File: config.mk
export PLATFORM = sky130hd
export DESIGN_NAME = pc_tx_frame_arbiter
export DESIGN_NICKNAME = d
export VERILOG_FILES = /design/src/rtl/pc_tx_frame_arbiter.sv
export SDC_FILE = /design/constraint.sdc
export NUM_CORES = 1
export LEC_CHECK = 0
export ABC_AREA = 1
export BUFFER_PORTS_ARGS = -buffer_cell sky130_fd_sc_hd__buf_2
export CORE_UTILIZATION = 40
export DETAILED_ROUTE_END_ITERATION = 8
export GPL_TIMING_DRIVEN = 0
export HOLD_SLACK_MARGIN = 0.05
export PLACE_DENSITY = 0.72
export SYNTH_ARGS = -nofsm -noshare
export SYNTH_HDL_FRONTEND = slang
export SYNTH_SLANG_ARGS = --single-unit
File: constraint.sdc
create_clock -name i_clk -period 1.6 [get_ports i_clk]
set_input_delay 0.24 -clock i_clk [delete_from_list [all_inputs] [get_ports i_clk]]
set_output_delay 0.24 -clock i_clk [all_outputs]
set_load 0.01 [all_outputs]
File: src/rtl/pc_tx_frame_arbiter.sv
// rtl/pc_tx_frame_arbiter.sv - round-robin two-requester frame arbiter for a shared UART TX path
module pc_tx_frame_arbiter #(
  parameter int LEN_WIDTH  = 4,
  parameter int DATA_WIDTH = 8
) (
  input  logic                  i_clk,
  input  logic                  i_arst_n,
  input  logic                  i_req_0,
  input  logic                  i_req_1,
  input  logic [LEN_WIDTH-1:0]  i_len_0,
  input  logic [LEN_WIDTH-1:0]  i_len_1,
  input  logic [DATA_WIDTH-1:0] i_data_0,
  input  logic [DATA_WIDTH-1:0] i_data_1,
  output logic                  o_gnt_0,
  output logic                  o_gnt_1,
  output logic                  o_ack_0,
  output logic                  o_ack_1,
  input  logic                  i_tx_rdy,
  output logic                  o_tx_wr,
  output logic [DATA_WIDTH-1:0] o_tx_data,
  output logic                  o_abort,
  output logic                  o_busy
);

  typedef enum logic [1:0] {IDLE, SEND, DONE} state_t;

  state_t                 state_q, state_d;
  logic                   gnt_0_q, gnt_0_d;
  logic                   gnt_1_q, gnt_1_d;
  logic                   last_q, last_d;     // 1: requester 1 was granted last
  logic [LEN_WIDTH-1:0]   len_q, len_d;
  logic [LEN_WIDTH-1:0]   cnt_q, cnt_d;
  logic                   abort_q, abort_d;
  logic                   busy_q;
  logic                   sel;                // 1: grant requester 1
  logic                   req_g;              // granted requester still requesting
  logic                   tx_wr;
  logic [LEN_WIDTH-1:0]   len_sel;

  // Datapath towards the UART: write strobe, byte mux and per-requester acks
  always_comb begin
    req_g     = (gnt_0_q & i_req_0) | (gnt_1_q & i_req_1);
    tx_wr     = (state_q == SEND) & i_tx_rdy & req_g;
    o_tx_wr   = tx_wr;
    o_ack_0   = tx_wr & gnt_0_q;
    o_ack_1   = tx_wr & gnt_1_q;
    o_tx_data = '0;
    if (state_q == SEND) begin
      o_tx_data = gnt_1_q ? i_data_1 : i_data_0;
    end
  end

  // Next-state logic: arbitration in IDLE, byte counting and abort in SEND
  always_comb begin
    state_d = state_q;
    gnt_0_d = gnt_0_q;
    gnt_1_d = gnt_1_q;
    last_d  = last_q;
    len_d   = len_q;
    cnt_d   = cnt_q;
    abort_d = 1'b0;
    sel     = (i_req_0 & i_req_1) ? ~last_q : i_req_1;
    len_sel = sel ? i_len_1 : i_len_0;
    case (state_q)
      IDLE: begin
        if (i_req_0 | i_req_1) begin
          state_d = SEND;
          gnt_0_d = ~sel;
          gnt_1_d = sel;
          last_d  = sel;
          len_d   = (len_sel == '0) ? LEN_WIDTH'(1) : len_sel;
          cnt_d   = '0;
        end
      end
      SEND: begin
        if (!req_g) begin
          state_d = DONE;
          abort_d = 1'b1;
          gnt_0_d = 1'b0;
          gnt_1_d = 1'b0;
        end else if (tx_wr) begin
          if (cnt_q == len_q - LEN_WIDTH'(1)) begin
            state_d = DONE;
            gnt_0_d = 1'b0;
            gnt_1_d = 1'b0;
          end else begin
            cnt_d = cnt_q + LEN_WIDTH'(1);
          end
        end
      end
      DONE: begin
        state_d = IDLE;
        cnt_d   = '0;
      end
      default: begin
        state_d = IDLE;
        gnt_0_d = 1'b0;
        gnt_1_d = 1'b0;
      end
    endcase
  end

  // State and registered outputs; reset parks the pointer so requester 0 wins first
  always_ff @(posedge i_clk or negedge i_arst_n) begin
    if (!i_arst_n) begin
      state_q <= IDLE;
      gnt_0_q <= 1'b0;
      gnt_1_q <= 1'b0;
      last_q  <= 1'b1;
      len_q   <= '0;
      cnt_q   <= '0;
      abort_q <= 1'b0;
      busy_q  <= 1'b0;
    end else begin
      state_q <= state_d;
      gnt_0_q <= gnt_0_d;
      gnt_1_q <= gnt_1_d;
      last_q  <= last_d;
      len_q   <= len_d;
      cnt_q   <= cnt_d;
      abort_q <= abort_d;
      busy_q  <= (state_d != IDLE);
    end
  end

  assign o_gnt_0 = gnt_0_q;
  assign o_gnt_1 = gnt_1_q;
  assign o_abort = abort_q;
  assign o_busy  = busy_q;

endmodule

==> impl_metrics.toml, run 1 <==
[worst_hold_path]
worstHoldStart = "i_tx_rdy"
whs_path_depth = 3
worstHoldEndpoint = "state_q[1]"
min_path_type = "in -> reg"

[synthesis]
syn_nets = 178
ys_types = 25
synth-seq-cells = 15
synth-seq-area-share_pct = 36.8
yosys_warnings = 0
synth.avg_cell_area_um2 = 6.97
syn_inst = 147
syn_area_mm2 = 0.00102

[floorplan]
dieArea_mm2 = 0.00277
core_mm2 = 0.00232
io-pin-count = 44
die_x_um = 52.6
std_cell_rows = 17
fp.dieH_um = 52.6
initial_core_util_pct = 44.2

[routing]
via_per_inst = 5.02
post-route-drc-count = 0
dr.pass1.iters = 4
drt_iter0_drc = 28
dr_total_vias = 1199
finalWirelength_um = 2800
wl_per_cell_um = 11.7
drtAntennaViolNets = 0

[sta]
fmax_ghz = 0.613
hold_viol_final = 0
whs_ps = 253
min_period_over_period_pct = 102
worst_pin_slew_ps = 606
rsz0062_at_grt = "yes"
relSlewSlack_pct = 59.2
slew_viol_final = 0
setup_ws_ps = -31.2
finalSetupViolCount = 6
min_period_ps = 1630
finClkSkew_ps = 0.365

[place]
gp_routability_congestion = 0.818
place_hpwl_um = 1930
post-place-cells = 218
port-buffer-count = 43

[power_and_ir_drop]
power_leakage_uw = 0.000853
report.power.total_uw = 2470
cellPowerDensity_mw_per_mm2 = 1600
peakVddDrop_mv = 0.996

[outcome]
violations = "negative setup slack"
status = "finished, violations left"

[worst_setup_path]
crit_slowest_cell = "dfrtp_1"
cp-startpoint = "state_q[1]"
crit_path_end_kind = "output port"
startpoint_type = "register"
worstPathCellList = "nor2_4 > buf_6 > nand2_4 > nor2_8 > inv_2 > nor2_1 > buf_2"
crit_path_max_incr_delay_ps = 420
critPathMaxFanout = 2
r2r_end = "o_gnt_0"
required_ps = 1360
reg2reg_from = "len_q[1]"
reg2reg_depth = 9
cp_data_arrival_time_ps = 1390
r2r_slack_ps = 40
critical_path_class = "reg -> out"

[grt]
grt_first_pass_wirelength_um = 4120
grt_max_degree = 16
antenna_found_initial = 0
grt_usage_pct = 20.2
grt_pass1_vias = 981
overflow = 0

[layout]
area.growth.synth_to_final_pct = 50.4
fill_cells = 207
antenna-diode-count = 0
drive_above_1_share_pct = 44.1
nNetsFinal = 243
finalNonFillerCells = 239

[clock_network]
h-tree-depth = 1
cts_inserted_buffers = 3
cts_tree = "yes"
cts_sinks = 15
insertion_delay_ps = 290
ctsRootBufferMaster = "clkbuf_4"
cts_buffer_depth = 2
clk_pin_slew_ps = 90

[job]
drv_cap = 0
layer usage:
layer	routed length [µm]	track usage (%)	vias up
met4	16	3.95	0
met3	155	5.22	4
li1	-	-	596
met2	1460	35.4	41
met5	0	0	-
met1	1160	24.6	558
cell usage after synthesis:
library cell	count	share of area (%)
o211ai_1	1	0.73
mux2i_1	2	2.0
inv_2	1	0.37
nor2_1	11	4.0
o21ai_4	1	1.6
ha_1	2	2.4
nand2_2	1	0.61
dfrtp_1	14	34
nand4_1	4	2.4
nand3_2	1	0.98
clkinv_1	1	0.37
o21ai_0	5	2.4
nand3_1	11	5.4
nor2_8	1	2.0
nand3b_1	1	0.73
nand2_1	54	20
inv_1	16	5.9
or2_2	1	0.61
nor2_4	1	1.1
a21oi_1	11	5.4
xor2_1	1	0.85
dfstp_2	1	2.6
clkbuf_1	1	0.37
buf_4	1	0.73
xnor2_1	3	2.6
layout by cell type, fill, tap and decap left out, drive strengths merged:
cell type / n
inv: 17
a21oi: 11
nand4: 4
clkinvlp: 1
clkbuf: 3
xor2: 1
clkinv: 1
dlygate4sd3: 1
o21ai: 6
ha: 2
nor2: 13
or2: 1
nand3b: 1
xnor2: 3
o211ai: 1
nand2: 55
dfrtp: 14
buf: 61
dfstp: 1
mux2i: 2
nand3: 12
worst max-delay path: cells and delay by family, from the launching register on:
| kind | cells | cell delay [ps] |
|---|---|---|
| flops | 1 | 420 |
| simple gates | 4 | 380 |
| buf+inv | 3 | 290 |
power by group:
| part | internal (µW) | leakage (µW) | switching [µW] |
|---|---|---|---|
| sequential | 520 | 0.000189 | 99.0 |
| combinational | 744 | 0.000647 | 877 |
| clock | 93.2 | 0.0000177 | 132 |
| total | 1360 | 0.000853 | 1110 |
cells by family after synthesis:
| kind of cell | count (synthesis) | share of synthesized area, % |
|---|---|---|
| buffers and inverters | 20 | 7.69 |
| xor gates and xnor gates | 4 | 3.42 |
| muxes | 2 | 1.95 |
| AOI/OAI and AO/OA | 18 | 10.1 |
| and+or+nand+nor | 86 | 37.6 |
| DFF | 15 | 36.8 |
| adders and majority gates | 2 | 2.44 |
repair_timing:
item | 4_1_cts | 5_1_grt
hold buffers | 1 | 0
gates resized for setup | 9 | 21
setup endpoints to repair | 15 | 17
pin swaps | 2 | 8
endpoints found under the hold margin | 14 | 0
buffers inserted | 11 | 6
sequential cells by signal, summed over array words and instances (netlist names):
register  count
o_gnt_0       1
last_q        1
cnt_q         4
o_abort       1
state_q       2
len_q         4
o_gnt_1       1
o_busy        1
worst max-delay path by stage:
stage | slack, ps | cells after the start | end
after floorplan | 90 | 9 | o_gnt_0
after global placement | -70 | 9 | o_gnt_1
after detailed placement | -110 | 9 | o_gnt_1
after CTS | -40 | 8 | o_ack_0
after global routing | -110 | 8 | o_ack_0
final | -30 | 7 | o_ack_0
layout make-up:
| cell class | count | area, µm² | area share [%] |
|---|---|---|---|
| plain buffers | 1 | 11.3 | 0.731 |
| clock buffers | 3 | 22.5 | 1.46 |
| clock inverters | 1 | 5.00 | 0.325 |
| inverters | 18 | 73.8 | 4.79 |
| multi-input cells | 112 | 647 | 42.0 |
| flip-flops and latches | 15 | 377 | 24.4 |
| well taps | 28 | 35.0 | 2.27 |
| repair buffers | 61 | 370 | 24.0 |
per-stage QoR:
stage                     utilization, %  setup TNS (ps)  setup slack [ps]  area (µm²)
after detailed placement            55.0            -331              -109        1270
after global placement              55.0            -204             -72.2        1270
final                               66.5           -65.9             -31.2        1540
after CTS                           61.1           -95.9             -40.5        1420
after global routing                66.5            -824              -109        1540
after floorplan                        -               0              85.1        1020
(Power assumes the default switching activity.)
==> inputs of run 2 (changes only) <==
--- a/config.mk
+++ b/config.mk
@@ -5,13 +5,12 @@
 export SDC_FILE = /design/constraint.sdc
 export NUM_CORES = 1
 export LEC_CHECK = 0
-export ABC_AREA = 1
 export BUFFER_PORTS_ARGS = -buffer_cell sky130_fd_sc_hd__buf_2
 export CORE_UTILIZATION = 40
 export DETAILED_ROUTE_END_ITERATION = 8
 export GPL_TIMING_DRIVEN = 0
 export HOLD_SLACK_MARGIN = 0.05
-export PLACE_DENSITY = 0.72
+export PLACE_DENSITY = 0.71
 export SYNTH_ARGS = -nofsm -noshare
 export SYNTH_HDL_FRONTEND = slang
 export SYNTH_SLANG_ARGS = --single-unit
==> run 2 against run 1 <==
  * The flow still finishes with violations (negative setup slack)
  * Combinational power barely moved
  * Maximum frequency fell by 3.3%
  * Power rose by 1.7%
  * Synthesized area rose by 3.9%
  * Global-route usage rose by 1.3 points
  * Cell count fell by 15%
  * Synthesized cell count fell by 20%
  * Critical path type is now reg -> reg
==> impl_metrics.toml, run 2 <==
[synthesis]
synth_area_leader_cell = "dfrtp_1"
ys.flop_type = "dfrtp_1"
yosys_warnings = 0
ys_types = 39
syn_nets = 148
synth_area_leaders = "dfrtp_1, mux2i_1, nor2_1, a21oi_1, xnor2_1"
syn_inst = 117
synth.avg_cell_area_um2 = 9.10
async_reset_ff_share_pct = 100
synth_edf_count = 0
yosysMostFrequentCell = "nor2_1"
syn_area_mm2 = 0.00106
synth-seq-area-share_pct = 35.4
synthTopCellsByCount = "nor2_1, dfrtp_1, mux2i_1, a21oi_1"
synth-seq-cells = 15
synth_top_area_share_pct = 32.9

[place]
gp_routability_congestion = 0.863
port-buffer-count = 43
pre_cts_ws_ps = -87.1
place_hpwl_um = 1990

[layout]
drive_above_1_share_pct = 45.9
multiInputGateArea_um2 = 722
area.growth.synth_to_final_pct = 41.6
layout.area.seq_um2 = 380
final_core_util_pct = 60.3
antenna-diode-count = 0
final_common_cell = "buf_2"
nNetsFinal = 204
fill_cells = 220
final_cell_mix = "buf_2, nor2_1, mux2i_1"
reg_top3 = "cnt_q (4), len_q (4), state_q (2)"

[power_and_ir_drop]
internal_power_uw = 1400
power_leakage_uw = 0.000760
report.power.total_uw = 2510
clkPwrFrac_pct = 9.0
swShare_pct = 44.0
seq_power_share_pct = 27.1
p_switching_uw = 1100
cellPowerDensity_mw_per_mm2 = 1660
combPwrFrac_pct = 63.9
peakVddDrop_mv = 1.23

[floorplan]
dieArea_mm2 = 0.00287
io-pin-count = 44
die_x_um = 53.6
initial_core_util_pct = 42.6
std_cell_rows = 18
fp.dieH_um = 53.6
core_mm2 = 0.00250

[worst_setup_path]
critical_path_class = "reg -> reg"
reg2reg_depth = 6
cp_data_arrival_time_ps = 1830
critPathMaxFanout = 3
crit_path_end_kind = "register"
startpoint_type = "register"
required_ps = 1750

[clock_network]
insertion_delay_ps = 290
cts_inserted_buffers = 3
cts_sinks = 15
clk_pin_slew_ps = 100
ctsRootBufferMaster = "clkbuf_4"
cts_buffer_depth = 2
h-tree-depth = 1
cts_tree = "yes"

[sta]
rsz0062_at_grt = "yes"
setup_ws_ps = -86.4
whs_ps = 196
min_period_over_period_pct = 105
worst_pin_slew_ps = 476
setup_tns_ps = -191
slew_viol_final = 0
finalSetupViolCount = 4
fmax_ghz = 0.593
relSlewSlack_pct = 68.1
finClkSkew_ps = 11.1
min_period_ps = 1690
hold_viol_final = 0

[routing]
wl_per_cell_um = 14.1
dr.pass1.iters = 5
finalWirelength_um = 2850
drt_iter0_drc = 37
via_per_inst = 5.64
drtAntennaViolNets = 0
post-route-drc-count = 0
dr_total_vias = 1140

[grt]
grt_usage_pct = 21.5
antenna_found_initial = 0
grt_first_pass_wirelength_um = 4420
grt_max_degree = 16
overflow = 0
grt_pass1_vias = 1063

[outcome]
status = "finished, violations left"
violations = "negative setup slack"

[job]
drv_cap = 0

[worst_hold_path]
min_path_type = "in -> reg"
whs_path_depth = 2
-- run 2: cell count changes after synthesis, sizes merged, moves of 4 or more --
cell / before / now
inv: 17 / 7
mux2i: 2 / 13
nand2: 55 / 6
nand3: 12 / 3
nor3: 0 / 6
o21ai: 6 / 2
-- run 2: cell families (layout without fill, tap and decap cells) --
logic type / count (synthesis) / in the layout / share of synthesized area (%)
XOR/XNOR: 7 / 7 / 7.17
buffers and inverters: 10 / 65 / 4.35
AO/OA/AOI/OAI: 26 / 26 / 17.3
multiplexers: 14 / 14 / 13.3
AND/OR/NAND/NOR: 43 / 43 / 20.2
adder cells (fa/ha/maj): 2 / 2 / 2.35
flip-flops: 15 / 15 / 35.4
-- run 2: final cells by class --
type                    instances  share of cell area (%)
flip-flops and latches         15                    25.2
clock inverters                 1                   0.332
clock buffers                   3                    1.49
well taps                      30                    2.49
inverters                       7                    1.74
multi-input cells              92                    47.9
repair buffers                 52                    19.3
plain buffers                   2                    1.49
-- run 2: timing repair --
action | CTS | global route
pin swaps | 8 | 7
hold buffers | 1 | 0
endpoints found under the hold margin | 14 | 0
resized for setup | 12 | 10
cloned | 0 | 1
setup endpoints to repair | 15 | 18
buffers inserted | 5 | 2
-- run 2: critical path, cell delays in order (launching register included) --
cell and delay (ps):
dfrtp_1 410, inv_2 70, ha_4 200, xnor2_4 130, o211a_1 240, a222oi_1 330
o311ai_1 160
-- run 2: power groups by stage --
stage                     registers [µW]  clock network [µW]  logic [µW]
final                                679                 225        1600
after global routing                 699                 253        1750
after CTS                            675                 233        1460
after detailed placement             669                   0        1240
after global placement               664                   0        1220
after floorplan                      665                   0         911
-- run 2: metrics by stage --
stage	cells	instance area, µm²
after global placement	190	1340
after detailed placement	190	1340
final	202	1510
after CTS	199	1450
after floorplan	117	1080
after global routing	202	1510
-- run 2: layer usage --
metal / wire, µm / vias to the layer above / track usage, %
met5: 0 / - / 0
met4: 16 / 0 / 7.46
met3: 232 / 4 / 5.37
met2: 1460 / 66 / 38.8
met1: 1140 / 536 / 24.4
li1: - / 534 / -
-- run 2: final timing paths --
path | startpoint | end | slack [ps]
worst max-delay path | len_q[0] | cnt_q[2] | -90
worst min-delay path | i_req_0 | last_q | 200
worst max register to register | len_q[0] | cnt_q[2] | -90
worst min register to register | len_q[3] | len_q[3] | 570
max in group asynchronous | i_arst_n | last_q | 930
min in group asynchronous | i_arst_n | o_busy | 370
